`src/rtl/traffic_light_pkg.sv`:
```
// -----------------------------------------------------------------------------
// traffic_light_pkg
// Shared definitions for the traffic light monitor: one-hot light codes,
// tracked phase encoding and small decode helpers.
//   LIGHT_RED/LIGHT_YELLOW/LIGHT_GREEN : one-hot light codes (bit2/bit1/bit0)
//   phase_e                            : 2-bit tracked phase per direction
//   code_valid()                       : true for exactly one of the three codes
//   decode_phase()                     : light code -> phase (UNKNOWN if invalid)
// -----------------------------------------------------------------------------
package traffic_light_pkg;

    localparam logic [2:0] LIGHT_RED    = 3'b100;
    localparam logic [2:0] LIGHT_YELLOW = 3'b010;
    localparam logic [2:0] LIGHT_GREEN  = 3'b001;

    typedef enum logic [1:0] {
        PH_UNKNOWN = 2'd0,
        PH_RED     = 2'd1,
        PH_GREEN   = 2'd2,
        PH_YELLOW  = 2'd3
    } phase_e;

    function automatic logic code_valid(input logic [2:0] code);
        return (code == LIGHT_RED) || (code == LIGHT_YELLOW) || (code == LIGHT_GREEN);
    endfunction

    function automatic phase_e decode_phase(input logic [2:0] code);
        phase_e ph;
        case (code)
            LIGHT_RED:    ph = PH_RED;
            LIGHT_YELLOW: ph = PH_YELLOW;
            LIGHT_GREEN:  ph = PH_GREEN;
            default:      ph = PH_UNKNOWN;
        endcase
        return ph;
    endfunction

endpackage

```
`src/rtl/light_phase_tracker.sv`:
```
// -----------------------------------------------------------------------------
// light_phase_tracker
// Tracks the phase of one light direction, its dwell time and the number of
// completed GREEN->YELLOW->RED cycles. The error outputs are combinational
// detections for the sample currently on light_i; the parent registers them.
// Ports:
//   clk          in   rising-edge clock
//   reset        in   asynchronous active-low reset
//   light_i      in   3-bit one-hot light code
//   state_o      out  tracked phase (registered)
//   cycles_o     out  completed cycle count, wraps (registered)
//   seq_err_o    out  illegal transition in current sample
//   dwell_err_o  out  GREEN too short / YELLOW wrong length on leaving
//   code_err_o   out  non-one-hot code in current sample
// -----------------------------------------------------------------------------
module light_phase_tracker
    import traffic_light_pkg::*;
#(
    parameter int MIN_GREEN  = 5,
    parameter int YELLOW_CYC = 1,
    parameter int CNT_W      = 8
) (
    input  logic             clk,
    input  logic             reset,
    input  logic [2:0]       light_i,
    output logic [1:0]       state_o,
    output logic [CNT_W-1:0] cycles_o,
    output logic             seq_err_o,
    output logic             dwell_err_o,
    output logic             code_err_o
);

    localparam logic [CNT_W-1:0] MIN_G_CNT  = CNT_W'(MIN_GREEN);
    localparam logic [CNT_W-1:0] YEL_CNT    = CNT_W'(YELLOW_CYC);
    localparam logic [CNT_W-1:0] DWELL_ONE  = CNT_W'(1);

    phase_e           state_q, state_d;
    logic [CNT_W-1:0] dwell_q, dwell_d;
    logic [CNT_W-1:0] cycles_q, cycles_d;
    phase_e           obs;

    // NOTE: every output of this block gets a default first, so no path
    // through the if/else chain can leave a value unassigned and infer a latch.
    always_comb begin
        state_d     = state_q;
        dwell_d     = dwell_q;
        cycles_d    = cycles_q;
        seq_err_o   = 1'b0;
        dwell_err_o = 1'b0;
        code_err_o  = 1'b0;
        obs         = decode_phase(light_i);

        if (!code_valid(light_i)) begin
            code_err_o = 1'b1;
            state_d    = PH_UNKNOWN;
            dwell_d    = '0;
        end else if (state_q == PH_UNKNOWN) begin
            // Entering from UNKNOWN is always accepted without any checks.
            state_d = obs;
            dwell_d = DWELL_ONE;
        end else if (obs == state_q) begin
            if (dwell_q != '1) dwell_d = dwell_q + DWELL_ONE;
        end else begin
            // Any phase change restarts dwell; dwell is only judged on legal moves.
            state_d = obs;
            dwell_d = DWELL_ONE;
            if (state_q == PH_GREEN && obs == PH_YELLOW) begin
                dwell_err_o = (dwell_q < MIN_G_CNT);
            end else if (state_q == PH_YELLOW && obs == PH_RED) begin
                dwell_err_o = (dwell_q != YEL_CNT);
                cycles_d    = cycles_q + DWELL_ONE;
            end else if (!(state_q == PH_RED && obs == PH_GREEN)) begin
                seq_err_o = 1'b1;
            end
        end
    end

    // NOTE: sequential state uses non-blocking assignments so all registers
    // update together from values sampled before the edge.
    always_ff @(posedge clk or negedge reset) begin
        if (!reset) begin
            state_q  <= PH_UNKNOWN;
            dwell_q  <= '0;
            cycles_q <= '0;
        end else begin
            state_q  <= state_d;
            dwell_q  <= dwell_d;
            cycles_q <= cycles_d;
        end
    end

    assign state_o  = state_q;
    assign cycles_o = cycles_q;

endmodule

```
`src/rtl/traffic_light_monitor.sv`:
```
// -----------------------------------------------------------------------------
// traffic_light_monitor
// Synthesizable checker for a two-direction traffic light interface. Tracks
// each direction's phase, counts completed cycles and flags conflicts, illegal
// transitions, dwell violations and invalid codes one cycle after the sample.
// Configuration macro: STICKY_ERR_EN - when defined every err_* latches high
// until reset; otherwise err_* are single-cycle pulses.
// Ports:
//   clk, reset               clock, asynchronous active-low reset
//   light_A, light_B         3-bit one-hot light codes (R/Y/G = bit2/1/0)
//   state_A, state_B         tracked phase: 0 UNKNOWN, 1 RED, 2 GREEN, 3 YELLOW
//   err_conflict             both directions valid and non-RED
//   err_seq_A/B              illegal phase transition
//   err_dwell_A/B            GREEN too short or YELLOW wrong length
//   err_code_A/B             non-one-hot code
//   cycles_A/B               completed G->Y->R cycles, wraps
// -----------------------------------------------------------------------------
module traffic_light_monitor
    import traffic_light_pkg::*;
#(
    parameter int MIN_GREEN  = 5,
    parameter int YELLOW_CYC = 1,
    parameter int CNT_W      = 8
) (
    input  logic             clk,
    input  logic             reset,
    input  logic [2:0]       light_A,
    input  logic [2:0]       light_B,
    output logic [1:0]       state_A,
    output logic [1:0]       state_B,
    output logic             err_conflict,
    output logic             err_seq_A,
    output logic             err_seq_B,
    output logic             err_dwell_A,
    output logic             err_dwell_B,
    output logic             err_code_A,
    output logic             err_code_B,
    output logic [CNT_W-1:0] cycles_A,
    output logic [CNT_W-1:0] cycles_B
);

    logic seq_a, seq_b, dwell_a, dwell_b, code_a, code_b, conflict;
    logic [6:0] det, err_d, err_q;

    light_phase_tracker #(.MIN_GREEN(MIN_GREEN), .YELLOW_CYC(YELLOW_CYC), .CNT_W(CNT_W)) u_trk_a (
        .clk         (clk),
        .reset       (reset),
        .light_i     (light_A),
        .state_o     (state_A),
        .cycles_o    (cycles_A),
        .seq_err_o   (seq_a),
        .dwell_err_o (dwell_a),
        .code_err_o  (code_a)
    );

    light_phase_tracker #(.MIN_GREEN(MIN_GREEN), .YELLOW_CYC(YELLOW_CYC), .CNT_W(CNT_W)) u_trk_b (
        .clk         (clk),
        .reset       (reset),
        .light_i     (light_B),
        .state_o     (state_B),
        .cycles_o    (cycles_B),
        .seq_err_o   (seq_b),
        .dwell_err_o (dwell_b),
        .code_err_o  (code_b)
    );

    // Conflict looks at the raw samples, independent of tracked phase.
    assign conflict = code_valid(light_A) && code_valid(light_B) &&
                      (light_A != LIGHT_RED) && (light_B != LIGHT_RED);

    assign det = {conflict, seq_a, seq_b, dwell_a, dwell_b, code_a, code_b};

    always_comb begin
`ifdef STICKY_ERR_EN
        err_d = err_q | det;
`else
        err_d = det;
`endif
    end

    // NOTE: only control/flag registers exist here, so all of them take the
    // asynchronous reset; nothing is memory-like that could skip it.
    always_ff @(posedge clk or negedge reset) begin
        if (!reset) err_q <= '0;
        else        err_q <= err_d;
    end

    assign {err_conflict, err_seq_A, err_seq_B, err_dwell_A,
            err_dwell_B, err_code_A, err_code_B} = err_q;

endmodule
```
`config.mk`:
```
export PLATFORM = sky130hd
export DESIGN_NAME = traffic_light_monitor
export DESIGN_NICKNAME = d
export VERILOG_FILES = /design/src/rtl/traffic_light_pkg.sv /design/src/rtl/light_phase_tracker.sv /design/src/rtl/traffic_light_monitor.sv
export SDC_FILE = /design/constraint.sdc
export NUM_CORES = 1
export LEC_CHECK = 0
export CORE_UTILIZATION = 45
export CTS_CLUSTER_DIAMETER = 50
export DETAILED_ROUTE_END_ITERATION = 16
export PLACE_DENSITY = 0.69
export SETUP_SLACK_MARGIN = 0.3
export SYNTH_ARGS = -nofsm -noshare
export SYNTH_HDL_FRONTEND = slang
export SYNTH_SLANG_ARGS = --single-unit
```
`constraint.sdc`:
```
create_clock -name clk -period 2.9 [get_ports clk]
set_input_delay 0.58 -clock clk [delete_from_list [all_inputs] [get_ports clk]]
set_output_delay 0.58 -clock clk [all_outputs]
set_load 0.005 [all_outputs]
```
Word level (Yosys, flattened, before mapping)

Cells that the tools add are included.

Add/sub/neg operators: 4
Magnitude comparators: 2
Equality and inequality tests: 30
Mux-type cells: 40
Bitwise logic cells: 6
Reductions and logical operators: 17

Operator list:

| kind                                                                          | number |
|---|---|
| 8-bit 2-to-1 mux                                                              | 8 |
| 8-bit by 1-bit adder with 8-bit output (second input constant)                | 4 |
| 1-bit 2-to-1 mux                                                              | 24 |
| 2-bit equality test (second input constant)                                   | 8 |
| 8-bit by 3-bit less-than comparator with 1-bit output (second input constant) | 2 |
| 8-bit by 1-bit != test with 1-bit output (second input constant)              | 2 |
| 8-bit != test (second input constant)                                         | 2 |
| 2-bit 2-to-1 mux                                                              | 6 |
| 2-bit case mux with 3 select lines                                            | 2 |
| 5-bit AND reduction                                                           | 2 |
| 1-bit logical AND                                                             | 9 |
| 2-bit by 1-bit equality test with 1-bit output (second input constant)        | 4 |
| 4-bit by 3-bit != test with 1-bit output (second input constant)              | 2 |
| 3-bit by 1-bit equality test with 1-bit output (second input constant)        | 2 |
| 3-bit by 2-bit equality test with 1-bit output (second input constant)        | 2 |
| 3-bit equality test (second input constant)                                   | 2 |
| 3-bit by 2-bit != test with 1-bit output (second input constant)              | 2 |
| 3-bit != test (second input constant)                                         | 2 |
| 1-bit NOT                                                                     | 6 |
| 2-bit equality test                                                           | 2 |
| 2-bit zero test                                                               | 2 |
| 1-bit logical OR                                                              | 4 |

Register bits after elaboration: 43
Output and inout port bits: 27

Longest topological paths before layout

Gate-level depths: netlist of run 1.

Word-level depth: 10
Depth in mapped cells: 5
Gate-level depth less buffers: 5

Cells and area by module

A second synthesis of run 1 with hierarchy kept.

Cell total of the unflattened synthesis: 229
Area, all modules: 2,327.2 µm²

By module, submodules not included:

| module                        | instances | cells each | area each (µm²) | seq. area each (µm²) |
|---|---|---|---|---|
| light_phase_tracker (u_trk_a) | 1         | 117        | 1,108.6         | 450.4 |
| light_phase_tracker (u_trk_b) | 1         | 102        | 1,013.5         | 450.4 |
| traffic_light_monitor         | 1         | 10         | 205.2           | 175.2 |

Least setup slack after synthesis of run 1

OpenSTA, ideal clock, no wires.

Path kind: input-to-reg
From: input port light_A[0]
To: register u_trk_a.cycles_q[1], in the netlist u_trk_a.cycles_o[1]
Setup time: 125 ps
Arrival: 1,421 ps
Data required time: 2,775 ps
Path slack: 1,354 ps
Stages: 3
Path buffers: 0
Cells stage by stage: nand3b_1 -> nor3b_2 -> mux2_2

Cells in the longest elaborated chain, start to end: 6

Ends and longest elaborated chain:

| element                                                                      | RTL line                                         | text |
|---|---|---|
| from (decl)                                                                  | traffic_light_monitor.sv:27                      | `input logic [2:0] light_A,` |
| 3-bit by 1-bit equality test with 1-bit output, or another cell as far along | traffic_light_pkg.sv:24, traffic_light_pkg.sv:29 |  |
| 2-bit case mux with 3 select lines                                           | traffic_light_pkg.sv:29                          | `case (code)` |
| 2-bit equality test                                                          | light_phase_tracker.sv:67                        | `if (state_q == PH_GREEN && obs == PH_YELLOW) begin` |
| 1-bit logical AND                                                            | light_phase_tracker.sv:67                        |  |
| 1-bit NOT (no source line)                                                   | --                                               |  |
| 5-bit AND reduction (no source line) (*)                                     | --                                               |  |
| to (signal assigned)                                                         | light_phase_tracker.sv:88                        | `cycles_q <= cycles_d;` |
| to (decl)                                                                    | light_phase_tracker.sv:39                        | `logic [CNT_W-1:0] cycles_q, cycles_d;` |

Every way passes the cells marked *; elsewhere a longest branch is shown, timed or not.
A chain may end at the register's enable or synchronous reset.

Final worst setup path of run 1

Same ends and word-level chain as after synthesis.

==> key figures, run 1 <==
Critical path
  – Critical path endpoint category: register
  – CP Data Arrival Time: 2.28 ns
  – Crit-path max FO: 12
  – Setup CP Type: in2reg
  – RR Startpoint: u_trk_b.dwell_q[0]
  – Startpoint Class: input pin
  – Cell Chain, Critical Path: clkdlybuf4s50_1, nand3b_1, nor3b_2, mux2_2
  – Critical path required time: 3.08 ns
  – Worst Setup SP: light_A[0]
  – CP max stage cell: clkdlybuf4s50_1
  – Crit-path max cell delay: 0.65 ns

Pwr
  – Switching pwr: 0.300 mW
  – Leak pwr: 1.17 nW
  – Sequential power share: 0.514
  – PnR Total Power: 1.28 mW
  – Clock Power Share: 0.375
  – PD cells: 458 nW/um2
  – Internal power: 0.979 mW
  – Sw Ratio: 0.235
  – Maximum vdd drop: 0.274 mV
  – Combinational share of power: 0.111

Timing
  – Setup Skew: 0.00500 ns
  – Max_slew headroom: 0.375
  – Fin Hold WS: 0.415 ns
  – RSZ-0062 raised after global routing: no
  – Slew Viols, Final: 0
  – Total negative slack: 0 ns
  – Final Setup Violations: 0
  – Fin crit period: 2.10 ns
  – Final worst slack: 0.799 ns
  – Least-Margin Pin Slew: 0.937 ns
  – Final worst-path cycle share: 0.724
  – Final Hold Viols: 0
  – Max Freq: 476 MHz

Layout
  – Final net count: 279
  – Final non-filler cell total: 331
  – Most frequent cells in the layout: dfrtp_1, clkdlybuf4s50_1, nor2_1, nand2_1
  – Area growth from synthesis to layout: 22.2%
  – Multi-input combinational cell area: 1160 um2
  – Most common cell after layout, fill and taps aside: dfrtp_1
  – Number of fill cells: 453
  – Post-layout util: 0.580
  – Layout cells sized above 1: 0.0833
  – N_diodes: 0
  – Design Area, Final: 2790 um2
  – FF/Latch Area: 1080 um2

Global route
  – Total gr overflow: 0
  – GRT Util Overall: 0.184
  – Largest net degree at the start of global routing: 44
  – Vias in the first global route: 1676
  – First-pass GRT wire length: 7.56 mm
  – Initial antenna violation count: 0

Routing
  – Vias per cell: 5.27
  – Routed wire length per instance: 12.9 um
  – Vias: 1746
  – DRT Pass-1 Iters: 4
  – Remaining antenna violation count: 0
  – Routed WL: 4.27 mm
  – Initial drt markers: 103
  – DRC: 0

Floorplan
  – Die Ht: 73.3 um
  – I/O pins: 35
  – # rows: 25
  – DIE AREA: 5370 um2
  – Initial core utilization: 0.474
  – Die W: 73.3 um
  – Core footprint: 4820 um2

CTS
  – H-tree levels: 2
  – CTS buffer count: 5
  – CTS tree: done
  – Clk Latency, worst-skew pair: 0.29 ns
  – Number of setup buffers added after CTS: 0
  – Hold-fix buffers, CTS: 0
  – Clock tree buffer depth: 2
  – Gates resized, CTS repair: 0
  – Clk sink count: 43
  – CTS root buf: clkbuf_8
  – CTS clk-pin slew, worst paths: 0.08 ns

Synth
  – Seq/Total Area, Yosys: 0.471
  – Number of flops mapped to enable cells by yosys: 0
  – Synth Area in XOR/XNOR: 0.0920
  – Area contributors post-synth: dfrtp_1, nor2_1, xnor2_1
  – Post-synthesis instance area: 2280 um2
  – Top cell type's share of synthesized area: 0.471
  – Synth Area in Adders: 0.0482
  – Synth Area in Compound Gates: 0.0865
  – Seq cells post-synth: 43
  – Largest family of logic cells by synthesized area: simple AND/OR/NAND/NOR gates
  – Synth area leader: dfrtp_1
  – Syn avg cell area: 10.1 um2
  – YS warnings: 0
  – Mux share of post-synthesis cell area: 0.0186
  – Unique masters post-synth: 49
  – Synth Area in Simple Gates: 0.261
  – Top FF cell, synth: dfrtp_1
  – Syn_nets: 242
  – Post-synth ARST share: 1.00
  – Post-Syn Instances: 226

Hold path
  – Hold/Removal Path Class: in2async

Placed design
  – Post-DP HPWL: 3.07 mm
  – Placed cell area: 2680 um2
  – Placed cells: 323
  – Port Buffers: 34
  – GP Congestion: 0.726
  – Pre-CTS setup slack: 0.492 ns

Job
  – Maxcap violations: 0

Outcome
  – Run status: completed
-- cells by family after synthesis --
logic type,Yosys count
adders and majority gates,9
AOI/OAI and AO/OA,31
DFF,43
and+or+nand+nor,105
xor gates and xnor gates,24
buffers and inverters,10
muxes,4
-- power by group through the flow --
stage	Combinational (mW)	Clock, mW	Sequential, mW
CTS	0.144	0.498	0.658
finish	0.142	0.480	0.658
floorplan	0.0684	0	0.663
global placement	0.142	0	0.669
detailed placement	0.143	0	0.669
global route	0.160	0.520	0.664
-- per-layer routing --
metal | share of wire | track usage
met2 | 0.47 | 0.310
met5 | 0 | 0
met4 | 0.014 | 0.0588
met1 | 0.48 | 0.233
met3 | 0.033 | 0.0412
-- worst max-delay path, delay by kind of cell --
| kind | cells | cell delay (ns) |
|---|---|---|
| buffers and inverters | 1 | 0.65 |
| and+or+nand+nor | 2 | 0.68 |
| muxes | 1 | 0.37 |
-- final timing paths --
kind / to / depth (start not counted) / slack (ns)
worst min register to register: u_trk_a.cycles_o[7] / 1 / 0.47
worst max register to register: u_trk_b.dwell_q[6] / 5 / 1.30
worst min-delay path: u_trk_b.cycles_o[6] / 1 / 0.41
worst max-delay path: u_trk_a.cycles_o[1] / 4 / 0.80
min in group clk: u_trk_a.cycles_o[7] / 1 / 0.47
max in group asynchronous: u_trk_b.state_o[0] / 1 / 1.89
-- flip-flops by register name (all words and copies together) (netlist names) --
register,flops
u_trk_b.state_o,2
err_q,7
u_trk_a.state_o,2
u_trk_b.dwell_q,8
u_trk_a.cycles_o,8
u_trk_a.dwell_q,8
u_trk_b.cycles_o,8
-- layout make-up --
type	instances	share of cell area
Clock buffer	6	0.0296
Tap cell	67	0.0300
Multi-Input combinational cell	173	0.414
Clock inverter	2	0.0125
Sequential cell	43	0.385
Timing Repair Buffer	34	0.120
Inverter	6	0.00806
-- synthesized netlist by cell type, types with 3 or more instances --
cell type   n
nand2b_1    6
nand4_1     8
nand3b_1    5
ha_1        8
xor2_1     12
dfrtp_1    43
a21oi_1    11
nor2b_1     3
nor2_1     29
nand2_1    14
and3_1      3
nor3_1      8
nand3_1     9
and4_1      3
xnor2_1    12
inv_1       6
o21ai_0     7
Note: power is estimated with default switching activity, not from simulation.
==> run 2, diff against run 1 <==
--- a/config.mk
+++ b/config.mk
@@ -8,7 +8,7 @@
 export CORE_UTILIZATION = 45
 export CTS_CLUSTER_DIAMETER = 50
 export DETAILED_ROUTE_END_ITERATION = 16
-export PLACE_DENSITY = 0.69
+export PLACE_DENSITY = 0.71
 export SETUP_SLACK_MARGIN = 0.3
 export SYNTH_ARGS = -nofsm -noshare
 export SYNTH_HDL_FRONTEND = slang
==> constraint.sdc (replaced) <==
create_clock -name clk -period 1.7 [get_ports clk]
set_input_delay 0.34 -clock clk [delete_from_list [all_inputs] [get_ports clk]]
set_output_delay 0.34 -clock clk [all_outputs]
set_load 0.005 [all_outputs]
==> run 2 against run 1 <==
  * Sequential cell count is the same
  * Routed wire length grew 31%
  * Die area is the same
  * Register-to-register slack lost 1.1 ns
  * Clock skew shrank 0.0011 ns
  * Global-route usage grew 3.5 points
  * Power grew 80%
  * Sequential share of layout area shrank 7.3 points
  * Sequential power grew 66%
  * Cell area grew 24%
  * First-iteration DRC count shrank 21%
  * Critical path type is now reg2reg
  * Largest cell class unchanged
==> key figures, run 2 (synthesis results as in run 1) <==
Layout
  – Layout cells sized above 1: 0.369
  – Post-layout util: 0.720
  – Area growth from synthesis to layout: 51.8%
  – N_diodes: 0
  – Most common cell after layout, fill and taps aside: buf_4
  – Design Area, Final: 3470 um2
  – Most frequent cells in the layout: buf_4, dfrtp_1, dlygate4sd2_1, nor2_1, buf_6
  – Final net count: 348

Timing
  – Fin crit period: 1.49 ns
  – Slew Viols, Final: 0
  – Setup Skew: 0.00394 ns
  – Max_slew headroom: 0.646
  – RSZ-0062 raised after global routing: yes
  – Final Hold Viols: 0
  – Max Freq: 671 MHz
  – Final worst slack: 0.210 ns
  – Least-Margin Pin Slew: 0.530 ns
  – Final worst-path cycle share: 0.877
  – Final Setup Violations: 0

Floorplan
  – # rows: 25
  – I/O pins: 35
  – Die W: 73.3 um
  – Die Ht: 73.3 um
  – Initial core utilization: 0.474
  – Core footprint: 4820 um2
  – DIE AREA: 5370 um2

Routing
  – Vias: 2060
  – Routed wire length per instance: 13.9 um
  – DRT Pass-1 Iters: 4
  – Vias per cell: 5.15
  – Initial drt markers: 81
  – DRC: 0
  – Remaining antenna violation count: 0
  – Routed WL: 5.58 mm

Critical path
  – Critical path required time: 1.91 ns
  – Setup CP Type: reg2reg
  – Crit-path max FO: 4
  – WP buf/inv: 1
  – CP max stage cell: dfrtp_2
  – Startpoint Class: register
  – Top delay family on crit path: flip-flops
  – Crit-path max cell delay: 0.42 ns
  – Cell Chain, Critical Path: buf_6, or3b_4, a21oi_4, o21ai_2, mux2i_1
  – CP Data Arrival Time: 1.70 ns
  – Critical path endpoint category: register

Global route
  – Met3 usage: 0.0480
  – Largest net degree at the start of global routing: 44
  – Total gr overflow: 0
  – First-pass GRT wire length: 8.94 mm
  – M2 GR Usage: 0.385
  – Busiest grt layer: met2
  – M1 GR Usage: 0.273
  – GRT Util Overall: 0.219
  – Vias in the first global route: 2008
  – Initial antenna violation count: 0

Placed design
  – Pre-CTS setup slack: -0.141 ns
  – GP Congestion: 0.803
  – Port Buffers: 34
  – Placed cell area: 2870 um2
  – Post-DP HPWL: 3.31 mm

CTS
  – Clk sink count: 43
  – CTS clk-pin slew, worst paths: 0.08 ns
  – Clock tree buffer depth: 2
  – Clk Latency, worst-skew pair: 0.29 ns
  – H-tree levels: 2
  – CTS root buf: clkbuf_8
  – Hold-fix buffers, CTS: 0
  – CTS buffer count: 5
  – CTS tree: done

Job
  – Maxcap violations: 0

Hold path
  – Hold/Removal Path Class: in2async

Pwr
  – PnR Total Power: 2.30 mW
  – Maximum vdd drop: 0.297 mV
  – PD cells: 662 nW/um2
  – Leak pwr: 1.68 nW

Outcome
  – Run status: completed
[run 2: cell types whose count changed in the layout (fill, tap and decap cells not counted), moves of 5 or more]
cell             previous run  this run
buf_4                       0        55
clkdlybuf4s50_1            33         0
dfrtp_2                     0         6
dlygate4sd2_1               0        30
nor2_1                     29        24
nor3_1                      8         3
buf_6                       0        14
dfrtp_1                    43        37
[run 2: cell type report]
| class | instances | area, um2 |
|---|---|---|
| well taps | 67 | 83.8 |
| clock inverters | 2 | 35.0 |
| flip-flops and latches | 43 | 1080 |
| clock buffers | 6 | 82.6 |
| fillers | 356 | 1350 |
| inverters | 6 | 22.5 |
| multi-input cells | 173 | 1290 |
| repair buffers | 103 | 868 |
[run 2: power breakdown]
group / switching [mW] / internal, mW
clock network: 0.341 / 0.475
logic: 0.188 / 0.206
registers: 0.0233 / 1.06
total: 0.552 / 1.75
[run 2: layer usage]
layer | share of wire | vias to the layer above
li1 | - | 1013
met1 | 0.44 | 1001
met2 | 0.51 | 34
met3 | 0.032 | 12
met4 | 0.018 | 0
met5 | 0 | -
[run 2: stage by stage]
| stage | std cells | hold slack, ns | setup TNS, ns |
|---|---|---|---|
| 6_report | 400 | 0.108 | 0 |
| 5_1_grt | 400 | 0.158 | 0 |
| 4_1_cts | 393 | 0.124 | 0 |
| 3_5_place_dp | 348 | 0.445 | -1.78 |
| 3_3_place_gp | 348 | 0.445 | -1.14 |
| 2_1_floorplan | 226 | 0.0444 | 0 |
[run 2: timing repair]
| action | 4_1_cts | 5_1_grt |
|---|---|---|
| pin swaps | 21 | 22 |
| buffers inserted | 37 | 7 |
| hold endpoints to repair | 0 | 0 |
| setup endpoints to repair | 53 | 31 |
| gates resized for setup | 49 | 39 |
[run 2: final timing paths]
check | slack (ns) | depth (start not counted) | startpoint | endpoint
min in group clk | 0.54 | 4 | light_B[0] | err_q[4]
max | 0.21 | 5 | u_trk_a.state_o[0] | u_trk_a.dwell_q[0]
max in group asynchronous | 1.19 | 2 | reset | u_trk_b.state_o[0]
max reg2reg | 0.21 | 5 | u_trk_a.state_o[0] | u_trk_a.dwell_q[0]
min reg2reg | 0.55 | 2 | u_trk_a.cycles_o[7] | u_trk_a.cycles_o[7]
min | 0.11 | 2 | reset | u_trk_b.cycles_o[4]
